==> config.mk <==
export PLATFORM = sky130hd
export DESIGN_NAME = sub_seq
export DESIGN_NICKNAME = d
export VERILOG_FILES = /design/src/rtl/sub_seq.sv
export SDC_FILE = /design/constraint.sdc
export NUM_CORES = 1
export LEC_CHECK = 0
export ABC_AREA = 1
export BUFFER_PORTS_ARGS = -buffer_cell sky130_fd_sc_hd__buf_4
export CORE_MARGIN = 2
export CORE_UTILIZATION = 50
export CTS_CLUSTER_DIAMETER = 30
export CTS_CLUSTER_SIZE = 30
export DETAILED_ROUTE_END_ITERATION = 8
export PLACE_DENSITY = 0.87
export SYNTH_ARGS = -nofsm -noshare
export SYNTH_HDL_FRONTEND = slang
export SYNTH_SLANG_ARGS = --single-unit
==> constraint.sdc <==
create_clock -name clk -period 2.9 [get_ports clk]
set_clock_uncertainty 0.1 [all_clocks]
set_input_delay 0.29 -clock clk [delete_from_list [all_inputs] [get_ports clk]]
set_output_delay 0.29 -clock clk [all_outputs]
set_load 0.01 [all_outputs]
==> src/rtl/sub_seq.sv <==
// Byte-serial subtractor: y = a - b - bin, one byte per cycle with rippled borrow.
// Optional signed-overflow output enabled by defining SUB_SEQ_OVF_EN.
module sub_seq #(
  parameter int unsigned NBYTES = 4
) (
  input  logic                  clk,
  input  logic                  rst_n,
  input  logic                  start,
  input  logic [8*NBYTES-1:0]   a,
  input  logic [8*NBYTES-1:0]   b,
  input  logic                  bin,
  output logic                  busy,
  output logic                  done,
  output logic [8*NBYTES-1:0]   y,
  output logic                  bout
`ifdef SUB_SEQ_OVF_EN
  ,
  output logic                  ovf
`endif
);

  localparam int unsigned W  = 8 * NBYTES;
  localparam int unsigned KW = (NBYTES > 1) ? $clog2(NBYTES) : 1;

  typedef enum logic [1:0] {
    IDLE = 2'd0,
    RUN  = 2'd1,
    DONE = 2'd2
  } state_t;

  state_t          state_q, state_d;
  logic [W-1:0]    a_q, a_d;
  logic [W-1:0]    b_q, b_d;
  logic [W-1:0]    res_q, res_d;
  logic [KW-1:0]   k_q, k_d;
  logic            brw_q, brw_d;
  logic            busy_q, busy_d;
  logic            done_q, done_d;
  logic [W-1:0]    y_q, y_d;
  logic            bout_q, bout_d;
`ifdef SUB_SEQ_OVF_EN
  logic            ovf_q, ovf_d;
`endif

  logic [7:0]      a_byte;
  logic [7:0]      b_byte;
  logic [8:0]      diff;

  // Current byte slice and its 8-bit difference; diff[8] is the byte's borrow-out.
  always_comb begin
    a_byte = '0;
    b_byte = '0;
    for (int i = 0; i < int'(NBYTES); i++) begin
      if (k_q == KW'(i)) begin
        a_byte = a_q[8*i +: 8];
        b_byte = b_q[8*i +: 8];
      end
    end
    diff = {1'b0, a_byte} - {1'b0, b_byte} - {8'd0, brw_q};
  end

  always_comb begin
    state_d = state_q;
    a_d     = a_q;
    b_d     = b_q;
    res_d   = res_q;
    k_d     = k_q;
    brw_d   = brw_q;
    busy_d  = 1'b0;
    done_d  = 1'b0;
    y_d     = y_q;
    bout_d  = bout_q;
`ifdef SUB_SEQ_OVF_EN
    ovf_d   = ovf_q;
`endif
    case (state_q)
      IDLE, DONE: begin
        if (start) begin
          state_d = RUN;
          a_d     = a;
          b_d     = b;
          brw_d   = bin;
          k_d     = '0;
          busy_d  = 1'b1;
        end else begin
          state_d = IDLE;
        end
      end
      RUN: begin
        for (int i = 0; i < int'(NBYTES); i++) begin
          if (k_q == KW'(i)) res_d[8*i +: 8] = diff[7:0];
        end
        brw_d = diff[8];
        if (k_q == KW'(NBYTES - 1)) begin
          // Last byte: publish the full result together with the final borrow.
          state_d = DONE;
          done_d  = 1'b1;
          k_d     = '0;
          y_d     = res_d;
          bout_d  = diff[8];
`ifdef SUB_SEQ_OVF_EN
          ovf_d   = (a_q[W-1] != b_q[W-1]) && (res_d[W-1] != a_q[W-1]);
`endif
        end else begin
          k_d    = k_q + KW'(1);
          busy_d = 1'b1;
        end
      end
      default: state_d = IDLE;
    endcase
  end

  always_ff @(posedge clk) begin
    if (!rst_n) begin
      state_q <= IDLE;
      a_q     <= '0;
      b_q     <= '0;
      res_q   <= '0;
      k_q     <= '0;
      brw_q   <= 1'b0;
      busy_q  <= 1'b0;
      done_q  <= 1'b0;
      y_q     <= '0;
      bout_q  <= 1'b0;
`ifdef SUB_SEQ_OVF_EN
      ovf_q   <= 1'b0;
`endif
    end else begin
      state_q <= state_d;
      a_q     <= a_d;
      b_q     <= b_d;
      res_q   <= res_d;
      k_q     <= k_d;
      brw_q   <= brw_d;
      busy_q  <= busy_d;
      done_q  <= done_d;
      y_q     <= y_d;
      bout_q  <= bout_d;
`ifdef SUB_SEQ_OVF_EN
      ovf_q   <= ovf_d;
`endif
    end
  end

  assign busy = busy_q;
  assign done = done_q;
  assign y    = y_q;
  assign bout = bout_q;
`ifdef SUB_SEQ_OVF_EN
  assign ovf  = ovf_q;
`endif

endmodule
==> out/metrics.cfg, run 1 <==
[power_and_ir_drop]
internal_power_mw = 4.081
power_density_nw_per_um2 = 781.0
finalPower_mw = 6.180
clkPwrFrac = 0.364
power_leakage_nw = 3.591
p_comb_frac = 0.320
switchingPower_mw = 2.099
irDropWorstVdd_mv = 0.4220
p_sw_frac = 0.3396
pwr-share-seq = 0.317

[detailed_routing]
final_antenna_net_count = 0
drtIter0Drc = 414
drc = 0
wl_per_cell_um = 16.20
num_vias = 5794
first_pass_iters = 7
drt-total-wl_um = 17090
vias_per_cell = 5.492

[sta]
hold_violations = 0
fmax_mhz = 319.0
tightest_slew_ns = 1.012
slew_violations = 0
setup_viol = 27
grt_setup_unrepaired = yes
fin_crit_ns = 3.134
fin_crit_sh = 1.081
setup_ws_ns = -0.2345
max_slew_margin = 0.3253

[cts]
insertion_delay_ns = 0.42
cts_tree = yes
postCtsHoldBufs = 0
cts_sinks = 128
cts_root_buf = clkbuf_16
h-tree-depth = 4
cts.path.max_buffers = 2
clk_pin_slew_ns = 0.06
cts_buffers = 17

[run_status]
status = finished with violations
violations = setup timing

[synth]
synth_cell_types = 33
yosys_warnings = 0
synthFlopType = dfxtp_1
seq_area_frac_synth = 0.4551
async_flop_share = 0
synth_edf_count = 0
synthesis.area_um2 = 5630
synth_cells = 773
synth_seq_cells = 128
synth_nets = 859
syn_area_per_cell_um2 = 7.284

[cells_and_area]
n_antenna_cell = 0
multi_input_area_um2 = 3095
drive_gt1_frac = 0.3158
nFillCells = 786
ff_latch_area_um2 = 2567
area_growth_pct = 40.53
final_nets = 988

[floorplan]
rows = 38
die-height_um = 110.1
ios = 103
die_x_um = 110.1
die-area_um2 = 12130
start_util = 0.5149
coreArea_um2 = 10940

[global_routing]
grt-ovfl-total = 0
antenna_found_initial = 0
grt_pass1_wl_um = 25350
grt_max_degree = 77
grt_pass1_vias = 5387
grt_usage = 0.2705

[worst_setup_path]
critical-path-slowest-cell = fa_2
critPathMaxStageDelay_ns = 0.39
arrival_ns = 3.39
setup.worst_path.end_class = register
required_ns = 3.16
worstPathMaxFanout = 15
path_common_cell = nand2_1
cp-start-kind = register
crit_chain = inv_4 > ha_4 > buf_6 > buf_6 > nand2_1 > nand3_2 > nand2_1 > nand2_1 > inv_2 > fa_2 > o21ai_4 > nand2_2 > nand2_2 > nand2_2 > nand2_4 > nand2_4 > nand2_4 > nand3_2 > nand2_2 > nand2_1 > nand2_1
reg2reg_depth = 21
path_class = register to register

[place]
gp_congestion = 0.8556
io_buffer_count = 102
dp.final_hpwl_um = 10100
pre_cts_ws_ns = -0.2138

[worst_hold_path]
min_path_cells = 3
hold_path_class = input pin to register

[flow_run]
drv_cap = 0

==> worst max-delay path, delay by kind of cell (launching register included) <==
kind	cells	cell delay, ns
buf+inv	4	0.55
flops	1	0.34
compound gates	1	0.17
fa+ha+maj	2	0.57
simple gates	14	1.34
==> final cells by class <==
class | instances | area share
Multi-Input combinational cell | 540 | 0.3912
Sequential cell | 128 | 0.3245
Timing Repair Buffer | 156 | 0.1540
Clock buffer | 17 | 0.05376
Inverter | 59 | 0.02925
Clock inverter | 15 | 0.02514
Tap cell | 140 | 0.02214
==> power by group through the flow <==
stage / logic, mW / registers (mW) / clock network (mW)
6_report: 1.98 / 1.96 / 2.25
3_5_place_dp: 1.33 / 1.98 / 0
3_3_place_gp: 1.29 / 1.97 / 0
2_1_floorplan: 0.872 / 1.96 / 0
5_1_grt: 2.12 / 1.97 / 2.33
4_1_cts: 1.48 / 1.95 / 2.25
==> final timing paths <==
kind | endpoint | slack, ns | startpoint
min reg2reg | y[26]$_SDFFE_PN0P_ | 0.35 | y[26]$_SDFFE_PN0P_
min | b_q[27]$_SDFFE_PN0P_ | 0.02 | b[27]
max reg2reg | y[22]$_SDFFE_PN0P_ | -0.23 | k_q[1]$_SDFFE_PN0P_
max | y[22]$_SDFFE_PN0P_ | -0.23 | k_q[1]$_SDFFE_PN0P_
==> synthesized netlist by cell type (2+ instances only) <==
cell type,instances,share of area
nand3_1,21,0.019
nor2_2,4,0.0044
o21ai_0,121,0.11
nor2_4,2,0.0040
ha_1,16,0.036
nand2_2,3,0.0033
nand3_2,4,0.0071
fa_1,2,0.0071
clkbuf_1,31,0.021
inv_1,50,0.033
o21ai_1,12,0.011
buf_2,7,0.0062
a21boi_1,3,0.0040
buf_4,5,0.0067
a22oi_1,14,0.019
dfxtp_1,128,0.46
nor2_1,152,0.10
buf_1,3,0.0020
mux2i_1,3,0.0053
o211ai_1,4,0.0053
a21oi_1,41,0.036
inv_2,8,0.0053
nand2_1,129,0.086
==> sequential cells by signal, summed over array words and instances (netlist names) <==
| register | cells |
|---|---|
| a_q | 32 |
| k_q | 2 |
| state_q | 2 |
| b_q | 32 |
| bout | 1 |
| done | 1 |
| y | 32 |
| brw_q | 1 |
| res_q | 24 |
| busy | 1 |
==> timing repair <==
item,in CTS,in global routing
pin swaps,21,45
setup buffers,1,7
setup endpoints to repair,43,44
resized for setup,42,88
==> routing by layer <==
layer	share of wire	vias up	track usage
met5	0	-	0
met4	0.044	0	0.1161
met3	0.076	71	0.04997
met2	0.49	331	0.4654
met1	0.39	2609	0.3309
li1	-	2783	-
==> kinds of logic (layout without fill, tap and decap cells) <==
| kind of cell | after synthesis | after routing | synth area share |
|---|---|---|---|
| simple gates | 319 | 319 | 0.2302 |
| compound gates | 198 | 198 | 0.1873 |
| flops | 128 | 128 | 0.4551 |
| buf+inv | 105 | 247 | 0.07489 |
| fa+ha+maj | 18 | 18 | 0.04267 |
| mux | 3 | 3 | 0.005334 |
| xor+xnor | 2 | 2 | 0.004446 |
==> stage by stage <==
step	cells	hold slack [ns]	cell area (um^2)	util	setup TNS, ns
after global placement	1018	0.3401	6777	0.6197	-1.331
after global routing	1055	0.02467	7913	0.7236	-6.706
after CTS	1051	0.01343	7559	0.6912	0
final	1055	0.01727	7913	0.7236	-2.928
after floorplan	773	0.3293	5669	-	0
after detailed placement	1018	0.3406	6777	0.6197	-4.292
==> layout by cell type, fill, tap and decap left out, types with 5 or more instances in the layout <==
master / n
a22oi_1: 10
inv_1: 37
buf_6: 6
nand2_4: 7
nor2_1: 151
ha_1: 7
nand2_2: 12
clkbuf_16: 17
nand2_1: 113
o21ai_2: 7
a21oi_2: 7
inv_2: 17
buf_4: 148
o21ai_0: 96
dfxtp_1: 126
nand3_4: 5
nand3_1: 11
nand3_2: 9
ha_4: 7
o21ai_1: 29
a21oi_1: 34
nor2_4: 5
No activity file was read; power rests on OpenSTA's default activity.
==> run 2: changes to the inputs <==
- BUFFER_PORTS_ARGS: -buffer_cell sky130_fd_sc_hd__buf_4 -> -buffer_cell sky130_fd_sc_hd__buf_2
==> out/metrics.cfg, run 2 (synthesized netlist as in run 1, its figures left out) <==
[run_status]
status = finished with violations
violations = setup timing

[sta]
fin_crit_sh = 1.154  ; +0.07301
slew_violations = 0  ; unchanged
grt_setup_unrepaired = yes
tightest_slew_ns = 0.5529  ; -0.4592 ns
setup_ws_ns = -0.4462  ; -0.2117 ns
fmax_mhz = 298.8  ; -6.3%
fin_crit_ns = 3.346  ; +0.2117 ns
tns_ns = -10.02  ; -7.091 ns
setup_viol = 50  ; +85%
max_slew_margin = 0.6310  ; +0.3057
hold_violations = 0  ; unchanged

[cts]
postCtsHoldBufs = 0  ; unchanged
cts_buffers = 17  ; unchanged
cts_tree = yes
h-tree-depth = 4  ; unchanged
cts_root_buf = clkbuf_16
clk_pin_slew_ns = 0.06  ; about the same
cts.path.max_buffers = 2  ; unchanged
cts_sinks = 128  ; unchanged
insertion_delay_ns = 0.42  ; about the same

[worst_setup_path]
worst-path-buf-inv = 6  ; +2
setup.worst_path.end_class = register
required_ns = 3.11  ; -0.05 ns
worst_path_dominant_cell_family = adder cells
critical-path-slowest-cell = dfxtp_4
arrival_ns = 3.56  ; +0.17 ns
reg2reg_depth = 22  ; +4.8%
r2r-start = k_q[0]$_SDFFE_PN0P_
path_class = register to register
worstPathMaxFanout = 4  ; -11
cp-startpoint = k_q[0]$_SDFFE_PN0P_
critPathMaxStageDelay_ns = 0.39  ; about the same
r2r_end = res_q[6]$_SDFFE_PN0P_
rrSetupSlack_ns = -0.45  ; -0.21 ns
crit_chain = inv_4 > ha_4 > inv_4 > nor2_4 > buf_6 > buf_6 > a22oi_2 > o21ai_2 > o21ai_2 > fa_2 > inv_2 > fa_2 > o21ai_4 > nand2_2 > nand2_4 > nand2_2 > nand2_2 > nand3_4 > nand3_2 > nand2_2 > o21ai_2 > inv_1
path_common_cell = nand2_2
cp-start-kind = register

[power_and_ir_drop]
power_density_nw_per_um2 = 773.1  ; -1.0%
power_leakage_nw = 3.620  ; +0.81%
irDropWorstVdd_mv = 0.4220  ; about the same
finalPower_mw = 6.062  ; -1.9%

[global_routing]
antenna_found_initial = 0  ; unchanged
met2_usage = 0.4912  ; +0.02585
grt_pass1_vias = 5564  ; +3.3%
grt_max_degree = 70  ; -9.1%
use_met3 = 0.06114  ; +0.01117
gr-usage-met1 = 0.3360  ; +0.005150
grt-ovfl-total = 0  ; unchanged
grt_usage = 0.2876  ; +0.01705
grt_pass1_wl_um = 26610  ; +5.0%
gr-max-usage-layer = met2

[detailed_routing]
drtIter0Drc = 645  ; +56%
drt-total-wl_um = 18810  ; +10%
num_vias = 6084  ; +5.0%
first_pass_iters = 5  ; -2
vias_per_cell = 5.686  ; +3.5%
final_antenna_net_count = 0  ; unchanged
wl_per_cell_um = 17.58  ; +8.5%
drc = 0  ; unchanged

[place]
gp_congestion = 0.8352  ; -2.4%
dp.final_hpwl_um = 10110  ; +0.12%
place_area_um2 = 6536  ; -3.5%
io_buffer_count = 102  ; unchanged

[cells_and_area]
n_antenna_cell = 0  ; unchanged
final_util = 0.7170  ; -0.006522
mostFrequentLayoutCells = nor2_1 (151), dfxtp_1 (126), nand2_1 (109)
final_common_cell = nor2_1
drive_gt1_frac = 0.3559  ; +0.04007
design_area_um2 = 7841  ; -0.90%
area_growth_pct = 39.27
final_nets = 1003  ; +1.5%

[floorplan]
rows = 38  ; unchanged
coreArea_um2 = 10940  ; unchanged
die_x_um = 110.1  ; unchanged
ios = 103  ; unchanged
die-height_um = 110.1  ; unchanged
die-area_um2 = 12130  ; unchanged
start_util = 0.5149  ; unchanged

[worst_hold_path]
hold_path_class = input pin to register
holdPathEnd = b_q[26]$_SDFFE_PN0P_
hp-start = b[26]
min_path_cells = 3  ; unchanged

[flow_run]
drv_cap = 0  ; unchanged

## run 2: changes by cell type in the layout (fill, tap and decap cells not counted), moves of 5 or more
cell and delta:
o21ai_1 -8, o21ai_2 +15, o21ai_0 -7, a22oi_2 +5, a22oi_1 -5, buf_6 +7, buf_4 -93, buf_2 +102
## run 2: worst max path at each step
stage                                   to  slack (ns)  cells after the start
floorplan           res_q[14]$_SDFFE_PN0P_       0.001                     21
global placement         bout$_SDFFE_PN0P_       -0.21                     14
detailed placement       bout$_SDFFE_PN0P_       -0.25                     16
CTS                 res_q[14]$_SDFFE_PN0P_       -0.09                     22
global route         res_q[6]$_SDFFE_PN0P_       -0.53                     20
finish               res_q[6]$_SDFFE_PN0P_       -0.45                     22
## run 2: power by group
part           switching [mW]  internal, mW
Sequential             0.0863          1.88
Clock                   0.866          1.13
Combinational            1.21         0.887
## run 2: repair_timing
item / 4_1_cts / 5_1_grt
setup endpoints to repair: 50 / 51
pin swaps: 30 / 48
buffers inserted: 9 / 14
resized for setup: 64 / 110
## run 2: layout make-up
cell class | count | area (um^2)
clock inverter | 13 | 106.4
inverter | 59 | 231.5
clock buffer | 19 | 442.9
multi-input combinational | 540 | 3228
tap | 140 | 175.2
timing repair buffer | 171 | 1090
fill | 746 | 3094
sequential | 128 | 2567
## run 2: tightest hold or removal path: stages
cell and delay, ns:
buf_2 0.07, o21ai_0 0.07, nor2_1 0.07
## run 2: metrics by stage
| step | std cells | hold slack (ns) | worst slack, ns |
|---|---|---|---|
| floorplan | 773 | 0.3293 | 0.001189 |
| global placement | 1020 | 0.3332 | -0.2109 |
| detailed placement | 1020 | 0.3412 | -0.2515 |
| CTS | 1060 | 0.01532 | -0.08544 |
| global route | 1070 | 0.03056 | -0.5293 |
| finish | 1070 | 0.01631 | -0.4462 |
## run 2: per-layer routing
metal | routed length (um) | vias to the layer above
met5 | 0 | -
met4 | 1159 | 0
met3 | 1483 | 105
met2 | 9155 | 382
met1 | 7010 | 2788
li1 | - | 2809
